$ cat src/rtl/pc_seq_pkg.sv
// Shared encodings for the program sequencer: op codes and FSM states.
package pc_seq_pkg;

    typedef enum logic [2:0] {
        OP_SEQ    = 3'd0,
        OP_JUMP   = 3'd1,
        OP_BRANCH = 3'd2,
        OP_CALL   = 3'd3,
        OP_RET    = 3'd4,
        OP_HALT   = 3'd5
    } op_e;

    typedef enum logic [1:0] {
        ST_RUN    = 2'd0,
        ST_HALTED = 2'd1,
        ST_FAULT  = 2'd2
    } state_e;

endpackage

$ cat src/rtl/pc_return_stack.sv
// Return-address LIFO for pc_sequencer. STACK_DEPTH entries of ADDR_W bits.
// dout shows the top entry combinationally; push and pop are never issued
// together by the sequencer. clr empties the stack and has priority.
module pc_return_stack #(
    parameter int ADDR_W      = 7,
    parameter int STACK_DEPTH = 4
) (
    input  logic                               clk,
    input  logic                               rst_n,
    input  logic                               push,
    input  logic                               pop,
    input  logic                               clr,
    input  logic [ADDR_W-1:0]                  din,
    output logic [ADDR_W-1:0]                  dout,
    output logic                               full,
    output logic                               empty,
    output logic [$clog2(STACK_DEPTH+1)-1:0]   level
);

    localparam int LVL_W = $clog2(STACK_DEPTH + 1);
    localparam int IDX_W = (STACK_DEPTH > 1) ? $clog2(STACK_DEPTH) : 1;

    logic [ADDR_W-1:0] mem [STACK_DEPTH];
    logic [LVL_W-1:0]  top;

    assign full  = (level == LVL_W'(STACK_DEPTH));
    assign empty = (level == '0);
    assign top   = level - LVL_W'(1);

    // Top-of-stack read; zero when empty so dout is never stale garbage.
    always_comb begin
        dout = '0;
        if (!empty) begin
            dout = mem[top[IDX_W-1:0]];
        end
    end

    // Occupancy counter.
    always_ff @(posedge clk or negedge rst_n) begin
        if (!rst_n) begin
            level <= '0;
        end else if (clr) begin
            level <= '0;
        end else if (push && !full) begin
            level <= level + LVL_W'(1);
        end else if (pop && !empty) begin
            level <= level - LVL_W'(1);
        end
    end

    // Entry storage; written at the current level on push.
    always_ff @(posedge clk) begin
        if (!clr && push && !full) begin
            mem[level[IDX_W-1:0]] <= din;
        end
    end

endmodule

$ cat src/rtl/pc_sequencer.sv
// Program sequencer: fetch address and read strobe generation with
// sequential step, jump, conditional branch, call/return via a hardware
// return stack, halt and fault detection.
// Optional macro SEQ_WRAP_EN: SEQ / not-taken BRANCH at MAX_ADDR wraps to
// RESET_ADDR instead of saturating and halting.
module pc_sequencer
    import pc_seq_pkg::*;
#(
    parameter int ADDR_W      = 7,
    parameter int MAX_ADDR    = 127,
    parameter int RESET_ADDR  = 0,
    parameter int STACK_DEPTH = 4
) (
    input  logic                               clk,
    input  logic                               rst_n,
    input  logic                               step,
    input  logic [2:0]                         op,
    input  logic [ADDR_W-1:0]                  target,
    input  logic                               cond,
    input  logic                               restart,
    output logic [ADDR_W-1:0]                  pc_out,
    output logic                               pc_re_en,
    output logic                               halted,
    output logic                               fault,
    output logic [$clog2(STACK_DEPTH+1)-1:0]   stack_level
);

    localparam logic [ADDR_W-1:0] RST_PC  = ADDR_W'(RESET_ADDR);
    localparam logic [ADDR_W:0]   MAX_EXT = (ADDR_W + 1)'(MAX_ADDR);

    state_e            state, state_n;
    logic [ADDR_W-1:0] pc_n;
    logic              re_n;
    logic              boot, boot_n;

    logic              push, pop, clr;
    logic [ADDR_W-1:0] stk_dout;
    logic              stk_full, stk_empty;

    logic [ADDR_W:0]   pc_inc;
    logic              at_max;
    logic              target_bad, popped_bad;
    logic [ADDR_W-1:0] seq_pc;
    state_e            seq_state;
    logic              seq_re;

    pc_return_stack #(
        .ADDR_W      (ADDR_W),
        .STACK_DEPTH (STACK_DEPTH)
    ) u_stack (
        .clk   (clk),
        .rst_n (rst_n),
        .push  (push),
        .pop   (pop),
        .clr   (clr),
        .din   (pc_inc[ADDR_W-1:0]),
        .dout  (stk_dout),
        .full  (stk_full),
        .empty (stk_empty),
        .level (stack_level)
    );

    assign pc_inc     = {1'b0, pc_out} + (ADDR_W + 1)'(1);
    assign at_max     = (pc_inc > MAX_EXT);
    assign target_bad = ({1'b0, target}   > MAX_EXT);
    assign popped_bad = ({1'b0, stk_dout} > MAX_EXT);

    assign halted = (state == ST_HALTED);
    assign fault  = (state == ST_FAULT);

    // Outcome of a sequential advance, shared by SEQ and not-taken BRANCH.
    always_comb begin
`ifdef SEQ_WRAP_EN
        seq_pc    = at_max ? RST_PC : pc_inc[ADDR_W-1:0];
        seq_state = ST_RUN;
        seq_re    = 1'b1;
`else
        seq_pc    = at_max ? pc_out : pc_inc[ADDR_W-1:0];
        seq_state = at_max ? ST_HALTED : ST_RUN;
        seq_re    = !at_max;
`endif
    end

    // Next-state, next-pc, strobe and stack control.
    always_comb begin
        state_n = state;
        pc_n    = pc_out;
        re_n    = 1'b0;
        boot_n  = boot;
        push    = 1'b0;
        pop     = 1'b0;
        clr     = 1'b0;
        if (restart) begin
            state_n = ST_RUN;
            pc_n    = RST_PC;
            re_n    = 1'b1;
            clr     = 1'b1;
            boot_n  = 1'b0;
        end else if (boot) begin
            re_n   = 1'b1;
            boot_n = 1'b0;
        end else if (step && state == ST_RUN) begin
            case (op)
                OP_SEQ: begin
                    pc_n    = seq_pc;
                    state_n = seq_state;
                    re_n    = seq_re;
                end
                OP_JUMP: begin
                    if (target_bad) begin
                        state_n = ST_FAULT;
                    end else begin
                        pc_n = target;
                        re_n = 1'b1;
                    end
                end
                OP_BRANCH: begin
                    if (!cond) begin
                        pc_n    = seq_pc;
                        state_n = seq_state;
                        re_n    = seq_re;
                    end else if (target_bad) begin
                        state_n = ST_FAULT;
                    end else begin
                        pc_n = target;
                        re_n = 1'b1;
                    end
                end
                OP_CALL: begin
                    if (stk_full || target_bad) begin
                        state_n = ST_FAULT;
                    end else begin
                        push = 1'b1;
                        pc_n = target;
                        re_n = 1'b1;
                    end
                end
                OP_RET: begin
                    if (stk_empty || popped_bad) begin
                        state_n = ST_FAULT;
                    end else begin
                        pop  = 1'b1;
                        pc_n = stk_dout;
                        re_n = 1'b1;
                    end
                end
                OP_HALT: begin
                    state_n = ST_HALTED;
                end
                default: begin
                    state_n = ST_FAULT;
                end
            endcase
        end
    end

    // Registered state, pc, read strobe and boot flag.
    always_ff @(posedge clk or negedge rst_n) begin
        if (!rst_n) begin
            state    <= ST_RUN;
            pc_out   <= RST_PC;
            pc_re_en <= 1'b0;
            boot     <= 1'b1;
        end else begin
            state    <= state_n;
            pc_out   <= pc_n;
            pc_re_en <= re_n;
            boot     <= boot_n;
        end
    end

endmodule

$ cat config.mk
export PLATFORM = sky130hd
export DESIGN_NAME = pc_sequencer
export DESIGN_NICKNAME = d
export VERILOG_FILES = /design/src/rtl/pc_seq_pkg.sv /design/src/rtl/pc_return_stack.sv /design/src/rtl/pc_sequencer.sv
export SDC_FILE = /design/constraint.sdc
export NUM_CORES = 1
export LEC_CHECK = 0
export CAP_MARGIN = 20
export CORE_ASPECT_RATIO = 1.25
export CORE_MARGIN = 8
export CORE_UTILIZATION = 48
export CTS_CLUSTER_SIZE = 24
export DETAILED_ROUTE_END_ITERATION = 8
export GPL_TIMING_DRIVEN = 0
export MAX_ROUTING_LAYER = met4
export PLACE_DENSITY = 0.81
export REMOVE_ABC_BUFFERS = 1
export SYNTH_ARGS = -nofsm -noshare
export SYNTH_HDL_FRONTEND = slang
export SYNTH_SLANG_ARGS = --single-unit
$ cat constraint.sdc
create_clock -name clk -period 3.4 [get_ports clk]
set_input_delay 0.85 -clock clk [delete_from_list [all_inputs] [get_ports clk]]
set_output_delay 0.85 -clock clk [all_outputs]
set_load 0.02 [all_outputs]
==> metrics.cfg <==
[outcome]
status=completed

[finish]
finalNonFillerCells=260
final_nets=223
diodes=0
area_delta_synth_final_pct=18.2
drive_gt1_frac=0.109
fin_area_sq_um=2570

[worst_setup_path]
worstPathRequired_ps=3590
crit_arrival_ps=3090
path_class=in2reg
critPathCaptureType=register
reg2reg_slack_ps=940
start_kind=input pin
cp_max_fo=9

[power_and_ir_drop]
total_power_mw=1.00
ir_worst_vdd_mv=0.275
leakagePower_nw=0.932
p_per_area_nw_per_um2=390

[sta]
slew_violations=0
rsz0062_at_grt=no
worstMarginPinSlew_ps=647
maxSlewHeadroom=0.563
fin_crit_sh=0.853
setup_viol=0
fin_worst_skew_ps=5.06
fin_crit_ps=2900
max_freq_mhz=345
hold_viol_final=0
hold_ws_ps=582
tns_ps=0

[clocking]
cts_resized=0
clock_latency_ps=300
clk_pin_slew_ps=80
holdBufCountCts=0
root_buffer=clkbuf_8
clkSinkCount=42
cts_tree=yes
post_cts.repair.setup_buffers=0
clk_path_buf_depth=2
htreeDepth=2
cts_made_buffers=5

[place]
port_buffers=27
dp_hpwl_um=3350
routabilityCongestion=0.872
dp.cells=252
place_area_sq_um=2470

[run]
maxCapViolCount=0

[logic_synthesis]
yosysTopAreaCellShare=0.387
yosysWarnings=0
synthFlopType=edfxtp_1
synth_largest_area_cell=edfxtp_1
syn_area_sq_um=2170
yosys-top-cells-area=edfxtp_1 39%, dfrtp_1 15%, mux4_2 7.2%
synth_async_sr_flop_share=0.333
syn_area_per_cell_sq_um=12.4
ys_ff_latch=42
synth_edf_count=28
synth-seq-area-share=0.548
ys_types=49
post_synth_inst_count=176

[global_routing]
track_usage=0.140
grt_pass1_wl_um=7530
grt-ovfl-total=0
grt_pass1_vias=1498
antenna_found_initial=0
grt_max_degree=17

[floorplan]
initial_utilization=0.495
top_level_ports=28
rows=27
core_area_sq_um=4390
die_h_um=91.3
die_w_um=76.2
dieArea_sq_um=6950

[route]
drtPass1Iterations=4
drt_first_iter_violations=190
post-route-drc-count=0
detail-route-antenna-nets=0
totalWireLength_um=4580
post_drt_wl_per_cell_um=17.6
vias_per_cell=5.86
via_count=1523

[min_path]
min_path_type=reg2reg

## layout by cell type (no fill, tap or decap), types with 5 or more instances in the layout
| master | netlist | layout |
|---|---|---|
| edfxtp_1 | 28 | 28 |
| o21ai_0 | 5 | 5 |
| mux4_2 | 7 | 7 |
| ha_1 | 7 | 7 |
| a22oi_1 | 6 | 6 |
| and3_1 | 5 | 5 |
| dfrtp_1 | 13 | 13 |
| a21oi_1 | 9 | 9 |
| nand2_1 | 9 | 9 |
| clkdlybuf4s50_1 | 0 | 27 |
| inv_1 | 7 | 7 |
| clkbuf_8 | 0 | 5 |
| nor2_1 | 11 | 11 |
| nand3_1 | 8 | 8 |
## final cells by class
class	instances	area, sq um
multi-input combinational	118	913
sequential	42	1190
timing repair buffer	27	270
inverter	7	26.3
fill	352	1820
tap	58	72.6
clock buffer	5	68.8
clock inverter	3	26.3
## worst max-delay path, stage by stage
cell and delay [ps]:
clkdlybuf4s50_1 630, nor3b_2 530, a21boi_0 390, o21ai_0 170
a21oi_1 180, mux2_2 350
## synth_stat cells, drive strengths merged (2+ instances only)
master and count:
and3 5, o21ai 5, nor3b 2, a31oi 2, buf 2, nand3b 3
o22ai 3, nand4 3, or3b 2, mux4 7, edfxtp 28, inv 7
clkbuf 7, a21oi 9, nor3 3, nand2b 2, ha 7, a41oi 4
a221o 2, nor2b 3, a22oi 6, dfrtp 13, nor2 11, nand3 8
xnor2 4, nand2 9
## metrics by stage
stage	worst slack, ps	utilization
4_1_cts	525	0.585
5_1_grt	349	0.585
2_1_floorplan	1060	-
3_5_place_dp	220	0.564
3_3_place_gp	239	0.564
6_report	501	0.585
## layer usage
layer,share of wire,GRT usage,wire (um),up-vias
li1,-,-,-,727
met1,0.43,0.156,1950,768
met2,0.53,0.238,2420,21
met3,0.026,0.0256,117,7
met4,0.019,0.0627,87,0
met5,0,-,0,-
## path summary, 6_finish.rpt
kind / end / from / cells past startpoint
worst min-delay path: state[0] / state[0] / 2
max in group asynchronous: u_stack.level[1] / rst_n / 1
worst max register to register: pc_out[2] / u_stack.level[0] / 6
min in group asynchronous: pc_out[4] / rst_n / 1
worst max-delay path: u_stack.level[2] / op[2] / 6
worst min register to register: state[0] / state[0] / 2
## flip-flops by register name (all words and copies together), names as in the netlist
| signal | cells |
|---|---|
| state | 2 |
| pc_out | 7 |
| boot | 1 |
| u_stack.level | 3 |
| u_stack.mem | 28 |
| pc_re_en | 1 |
## power breakdown
part	switching, mW	total, mW	internal (mW)
clock network	0.195	0.348	0.153
registers	0.00844	0.558	0.549
logic	0.0520	0.0979	0.0459
## cell families (layout without fill, tap and decap cells)
logic type	Yosys count	count (layout)	share of synthesized area
and+or+nand+nor	56	56	0.146
DFF	42	42	0.548
AOI/OAI and AO/OA	40	40	0.129
buffers and inverters	16	42	0.0316
muxes	9	9	0.0823
adders and majority gates	7	7	0.0403
xor gates and xnor gates	5	5	0.0201
other	1	1	0.00172
Power figures use the tool's default switching activity.
